--- config.mk ---
export PLATFORM = sky130hd
export DESIGN_NAME = demux_2to8_packer
export DESIGN_NICKNAME = d
export VERILOG_FILES = /design/src/rtl/demux_2to8_packer.sv
export SDC_FILE = /design/constraint.sdc
export NUM_CORES = 1
export LEC_CHECK = 0
export ABC_AREA = 1
export CAP_MARGIN = 20
export CORE_UTILIZATION = 47
export CTS_CLUSTER_DIAMETER = 80
export CTS_CLUSTER_SIZE = 14
export DETAILED_ROUTE_END_ITERATION = 10
export GPL_TIMING_DRIVEN = 0
export PLACE_DENSITY = 0.86
export SYNTH_ARGS = -nofsm -noshare
export SYNTH_HDL_FRONTEND = slang
export SYNTH_SLANG_ARGS = --single-unit
--- constraint.sdc ---
create_clock -name clk -period 2.1 [get_ports clk]
set_clock_uncertainty 0.15 [all_clocks]
set_input_delay 0.21 -clock clk [delete_from_list [all_inputs] [get_ports clk]]
set_output_delay 0.21 -clock clk [all_outputs]
set_load 0.02 [all_outputs]
--- src/rtl/demux_2to8_packer.sv ---
// Packs a stream of narrow symbols into wide words, slot 0 in the low bits.
// Valid/ready on both sides; flush emits a zero-filled partial word.
module demux_2to8_packer #(
  parameter int SYM_W    = 2,
  parameter int NUM_SYMS = 4,
  parameter int CNT_W    = 3
) (
  input  logic                      clk,
  input  logic                      rst_n,
  input  logic [SYM_W-1:0]          in_data,
  input  logic                      in_valid,
  output logic                      in_ready,
  output logic [SYM_W*NUM_SYMS-1:0] out_data,
  output logic [CNT_W-1:0]          out_count,
  output logic                      out_valid,
  input  logic                      out_ready,
  input  logic                      flush,
  output logic                      flush_ack
);

  localparam int OUT_W  = SYM_W * NUM_SYMS;
  localparam int SLOT_W = (NUM_SYMS > 1) ? $clog2(NUM_SYMS) : 1;
  localparam logic [SLOT_W-1:0] LAST = SLOT_W'(NUM_SYMS - 1);

  logic [SLOT_W-1:0] slot;
  logic [OUT_W-1:0]  acc;
  logic [OUT_W-1:0]  merged;
  logic [CNT_W-1:0]  n;
  logic              can_load;
  logic              in_fire;
  logic              flush_take;
  logic              load;

  assign can_load   = !out_valid || out_ready;
  assign in_ready   = rst_n && ((slot != LAST) || can_load);
  assign in_fire    = in_valid && in_ready;
  assign flush_take = flush && can_load;
  assign n          = CNT_W'(slot) + CNT_W'(in_fire);

  // A same-cycle symbol is folded in before any load.
  always_comb begin
    merged = acc;
    if (in_fire) begin
      merged[slot*SYM_W +: SYM_W] = in_data;
    end
  end

  assign load = (flush_take && (n != '0)) ||
                (in_fire && (slot == LAST));

  always_ff @(posedge clk or negedge rst_n) begin
    if (!rst_n) begin
      out_valid <= 1'b0;
      out_data  <= '0;
      out_count <= '0;
      flush_ack <= 1'b0;
      slot      <= '0;
      acc       <= '0;
    end else begin
      flush_ack <= flush_take;
      if (load) begin
        out_data  <= merged;
        out_count <= n;
        out_valid <= 1'b1;
        slot      <= '0;
        acc       <= '0;
      end else begin
        if (out_valid && out_ready) begin
          out_valid <= 1'b0;
        end
        if (in_fire) begin
          acc  <= merged;
          slot <= slot + 1'b1;
        end
      end
    end
  end

endmodule
# Yosys cells after proc, flatten, opt, wreduce, memory -nomap -nowiden

Index checks and enable logic that the tools add are counted.
W data, S select, Z words.

Flip-flop bits (word level): 23
Output and inout port bits: 14
Bits of input ports: 7
Logic and storage cells: 34

Muxes and demuxes: 8
Equality and inequality tests: 2
Reduce and logical (&&, ||, !) cells: 13
$add $sub $neg: 3
Shift operators: 2

Operators with widths:

| cell                     | number |
|---|---|
| $neg A3 Y34              | 1 |
| $shift A2 B34 Y8 const A | 1 |
| $shiftx A2 B34 Y8        | 1 |
| $mux W8                  | 3 |
| $bwmux W8                | 1 |
| $logic_and A1 B1 Y1      | 6 |
| $mux W2                  | 2 |
| $reduce_bool A2 Y1       | 2 |
| $add A2 B1 Y3            | 1 |
| $logic_or A1 B1 Y1       | 3 |
| $reduce_bool A3 Y1       | 1 |
| $add A2 B1 Y2 const B    | 1 |
| $eq A2 B2 Y1 const B     | 1 |
| $mux W1                  | 2 |
| $ne A2 B2 Y1 const B     | 1 |
| $logic_not A1 Y1         | 1 |

# Longest topological paths before layout

Depth in word-level cells: 10
Mapped depth: 14
Depth with buffers taken out: 13

# Worst setup path before layout

OpenSTA, ideal clock, no wires.

Kind: reg2reg
From: register slot[0]
To: register out_count[1]
Clock period less this slack: 2286 ps
Path slack: -186 ps
Required time: 1833 ps
Path buffers: 1
Cell stages (with the launch flop): 14
Data arrival time: 2019 ps
Cells stage by stage: dfrtp_1 > ha_1 > nand3_2 > nand3_2 > inv_2 > ha_1 > ha_1 > nor2_1 > nand2_1 > nand2_2 > nand2_4 > clkbuf_8 > nand2_1 > nand2_1

Cells in the longest elaborated chain, start to end: 8
Elaborated cells on any way between the ends: 10

RTL lines:

| what                     | line | source |
|---|---|---|
| start: declaration       | 25   | `logic [SLOT_W-1:0] slot;` |
| start signal: assignment | 73   | `slot <= slot + 1'b1;` |
| $ne A2 B2 Y1             | 35   | `assign in_ready = rst_n && ((slot != LAST) \|\| can_load);` |
| $logic_or A1 B1 Y1       | 35   |  |
| $logic_and A1 B1 Y1      | 35   |  |
| $logic_and A1 B1 Y1      | 36   | `assign in_fire = in_valid && in_ready;` |
| $add A2 B1 Y3 (*)        | 38   | `assign n = CNT_W'(slot) + CNT_W'(in_fire);` |
| net n[1]                 | 28   | `logic [CNT_W-1:0] n;` |
| $reduce_bool A3 Y1       | 48   | `assign load = (flush_take && (n != '0)) \|\|` |
| $logic_and A1 B1 Y1      | 48   |  |
| $logic_or A1 B1 Y1       | 48   |  |
| end signal: assignment   | 63   | `out_count <= n;` |
| end: declaration         | 14   | `output logic [CNT_W-1:0] out_count,` |

Mark *: on every way through the listed nets, which the timed path passes. The rest lies on a longest branch.
A chain may end at the register's enable or synchronous reset.

# Final worst setup path

From: register slot[0]
To: register out_data[3]

Cells in the longest elaborated chain, start to end: 8
Elaborated cells on any way between the ends: 15

RTL lines:

| what                    | line | source |
|---|---|---|
| $ne A2 B2 Y1            | 35   |  |
| $logic_or A1 B1 Y1      | 35   |  |
| $logic_and A1 B1 Y1     | 35   |  |
| $logic_and A1 B1 Y1     | 36   |  |
| $add A2 B1 Y3 (*)       | 38   |  |
| net n[1]                | 28   |  |
| $reduce_bool A3 Y1 (*)  | 48   |  |
| $logic_and A1 B1 Y1 (*) | 48   |  |
| $logic_or A1 B1 Y1 (*)  | 48   |  |
| end signal: assignment  | 62   | `out_data <= merged;` |
| end: declaration        | 13   | `output logic [SYM_W*NUM_SYMS-1:0] out_data,` |

Marks and branches as above.

==> run_results.csv <==
group,metric,value,unit
outcome,outcome,"complete, but fails checks",
outcome,violations,"negative setup slack",
route,drt_iter0_drc,23,
worst_setup_path,path_max_fanout,7,
synthesis,syn_inst,163,
die,floorplan.die_area,2890,um^2
sta,hold_viol,0,
die,chipWidth,53.8,um
worst_setup_path,cp-startpoint,"slot[0]$_DFFE_PN0P_",
cells_and_area,nets,216,
global_routing,grt_pass1_wl,4610,um
global_routing,antenna_found_initial,0,
global_routing,grt_overflow_total,0,
clock_network,cts_sinks,23,
cells_and_area,n_fill_cell,175,
route,via_per_inst,5.22,
die,start_util,50.4,%
cells_and_area,drive_gt1_share,20.0,%
clock_network,cts_root_buffer,"clkbuf_4",
worst_setup_path,reg2reg_from,"slot[0]$_DFFE_PN0P_",
sta,rsz0062_at_grt,"true",
sta,setup_tns,-0.0121,ns
power,power_density,1110,nW/um^2
die,dieHeight,53.8,um
sta,layout_setup_ws,-0.0114,ns
placed_design,port-buffer-count,20,
clock_network,cts_buffers,3,
sta,tightest_slew,0.571,ns
worst_setup_path,crit_type,"reg2reg",
worst_setup_path,required,2.19,ns
power,p_leak,0.939,nW
worst_setup_path,cp-end-kind,"register",
worst_setup_path,cp-start-kind,"register",
sta,fin_crit,2.11,ns
worst_setup_path,worstSetupEndpoint,"out_data[3]$_DFFE_PN0P_",
global_routing,grt_max_degree,14,
clock_network,cts.clk_slew.worst_paths,0.13,ns
sta,hold_ws,0.328,ns
clock_network,htreeDepth,1,
synthesis,ys_ff_latch,23,
clock_network,cts_tree,"done",
flow_run,cap_violations,0,
clock_network,insertion_delay,0.32,ns
global_routing,track_usage,22.6,%
die,rows,18,
cells_and_area,finalCoreUtilization,69.6,%
route,firstDrtPassIters,4,
sta,slew_violations,0,
sta,finalSetupViolCount,2,
global_routing,grt_use_met1,26.7,%
route,ant_nets,0,
synthesis,syn_area_per_cell,7.73,um^2
clock_network,clockBufferDepth,2,
route,drcViolationCount,0,
synthesis,syn-cell-area,1260,um^2
global_routing,met3_usage,3.11,%
worst_setup_path,cp.arrival,2.20,ns
synthesis,yosysSeqAreaShare,45.7,%
die,coreArea,2500,um^2
cells_and_area,area_growth,38.1,%
die,ios,21,
min_path,min_path_type,"in2reg",
worst_setup_path,timing.rr.end,"out_data[3]$_DFFE_PN0P_",
sta,clock.fmax,474,MHz
sta,slew_headroom,61.8,%
placed_design,dp.final_hpwl,1910,um
placed_design,gp_congestion,0.864,
route,vias,1201,
sta,fin_crit_sh,101,%
synthesis,syn-num-nets,178,
worst_setup_path,r2r_slack,-0.01,ns
power,vdd_ir_drop_max,0.816,mV
route,wire_per_inst,13.3,um
global_routing,grt_busiest_layer,"met2",
route,drt-total-wl,3070,um
synthesis,yosys_warnings,0,
worst_setup_path,r2r_cells,14,
synthesis,synth.distinct_cells,17,
min_path,min-delay-start,"flush",
global_routing,met2_usage,38.1,%
global_routing,grt_pass1_vias,1087,
cells_and_area,n_antenna_cell,0,
kinds of logic after synthesis:
family / after synthesis / synth area share [%]
AO/OA/AOI/OAI: 8 / 3.67
adder cells (fa/ha/maj): 8 / 7.94
buffers and inverters: 21 / 8.04
flip-flops: 23 / 45.7
AND/OR/NAND/NOR: 103 / 34.7
worst max-delay path, cell delays in order, from the launching register on:
cell and delay (ns):
dfrtp_2 0.41, ha_4 0.15, nand3_4 0.08, nand3_4 0.09, clkinv_4 0.07, ha_4 0.16
ha_4 0.27, nor2_2 0.04, nand2_1 0.07, nand2_2 0.07, nand2_4 0.14, inv_6 0.07
clkbuf_16 0.16, nand2_1 0.06, nand2_1 0.05
placed cells by master, fill, tap and decap left out, types with 2 or more instances in the layout:
master | Yosys | routed
a21oi_1 | 6 | 6
nand4_1 | 2 | 2
ha_1 | 8 | 5
dfrtp_2 | 0 | 2
nand2_2 | 4 | 9
dlygate4sd3_1 | 0 | 2
nor2_1 | 7 | 6
dfrtp_1 | 23 | 21
clkdlybuf4s50_1 | 0 | 18
buf_4 | 0 | 8
ha_4 | 0 | 3
nand3_4 | 0 | 2
buf_8 | 0 | 3
nand2_1 | 75 | 70
inv_1 | 16 | 16
clkbuf_4 | 0 | 3
nand3_1 | 12 | 12
worst min path at each step:
| stage | depth (start not counted) | slack (ns) | endpoint |
|---|---|---|---|
| finish | 2 | 0.33 | flush_ack$_DFF_PN0_ |
| global route | 2 | 0.33 | flush_ack$_DFF_PN0_ |
| CTS | 2 | 0.32 | flush_ack$_DFF_PN0_ |
| detailed placement | 2 | 0.31 | out_data[2]$_DFFE_PN0P_ |
| global placement | 2 | 0.30 | out_count[2]$_DFFE_PN0P_ |
| floorplan | 0 | -0.24 | acc[0]$_DFFE_PN0P_ |
synthesized netlist by cell type:
cell type	instances	share of area (%)
nand2_1	75	22
dfrtp_1	23	46
inv_1	16	4.8
nand3_1	12	4.8
ha_1	8	7.9
nor2_1	7	2.1
a21oi_1	6	2.4
nand2_2	4	2.0
inv_2	2	0.60
nand3_2	2	1.6
nand4_1	2	0.99
a21boi_2	1	0.89
buf_6	1	0.89
clkbuf_8	1	1.1
inv_6	1	0.70
nand2_4	1	0.89
o21ai_0	1	0.40
sequential cells by signal, summed over array words and instances (netlist names):
| signal | count |
|---|---|
| out_valid | 1 |
| out_count | 3 |
| slot | 2 |
| acc | 8 |
| flush_ack | 1 |
| out_data | 8 |
timing repair:
action / in CTS / in global routing
resized for setup: 4 / 11
setup endpoints to repair: 23 / 19
gates cloned: 0 / 1
pin swaps: 1 / 4
setup buffers: 5 / 4
endpoints found under the hold margin: 12 / 0
hold buffers: 2 / 0
power breakdown:
group / internal, W / total, W / leakage [nW] / switching, W
Sequential: 0.000552 / 0.000625 / 0.307 / 0.0000729
Combinational: 0.000467 / 0.00110 / 0.614 / 0.000631
Clock: 0.0000715 / 0.000218 / 0.0177 / 0.000146
Total: 0.00109 / 0.00194 / 0.939 / 0.000850
stage by stage:
step	total power (W)	worst slack [ns]	area (um^2)	cells
4_1_cts	0.00180	0.0126	1660	225
3_5_place_dp	0.00154	-0.851	1570	214
5_1_grt	0.00206	-0.0709	1740	230
6_report	0.00194	-0.0114	1740	230
2_1_floorplan	0.00125	-0.00462	1320	163
3_3_place_gp	0.00150	-1.25	1560	213
final cells by class:
cell class                      instances  area [um^2]  area share (%)
Buffer                                  2         30.0            1.73
Clock buffer                            3         22.5            1.29
Clock inverter                          1         5.00           0.288
Inverter                               19         81.3            4.67
Multi-Input combinational cell        119          651            37.4
Sequential cell                        23          578            33.2
Tap cell                               30         37.5            2.16
Timing Repair Buffer                   33          335            19.3
layer usage:
layer	routed length, um	share of wire (%)
met4	114	3.7
met1	1250	41
met3	107	3.5
met5	0	0
met2	1600	52
Power figures use the tool's default switching activity.
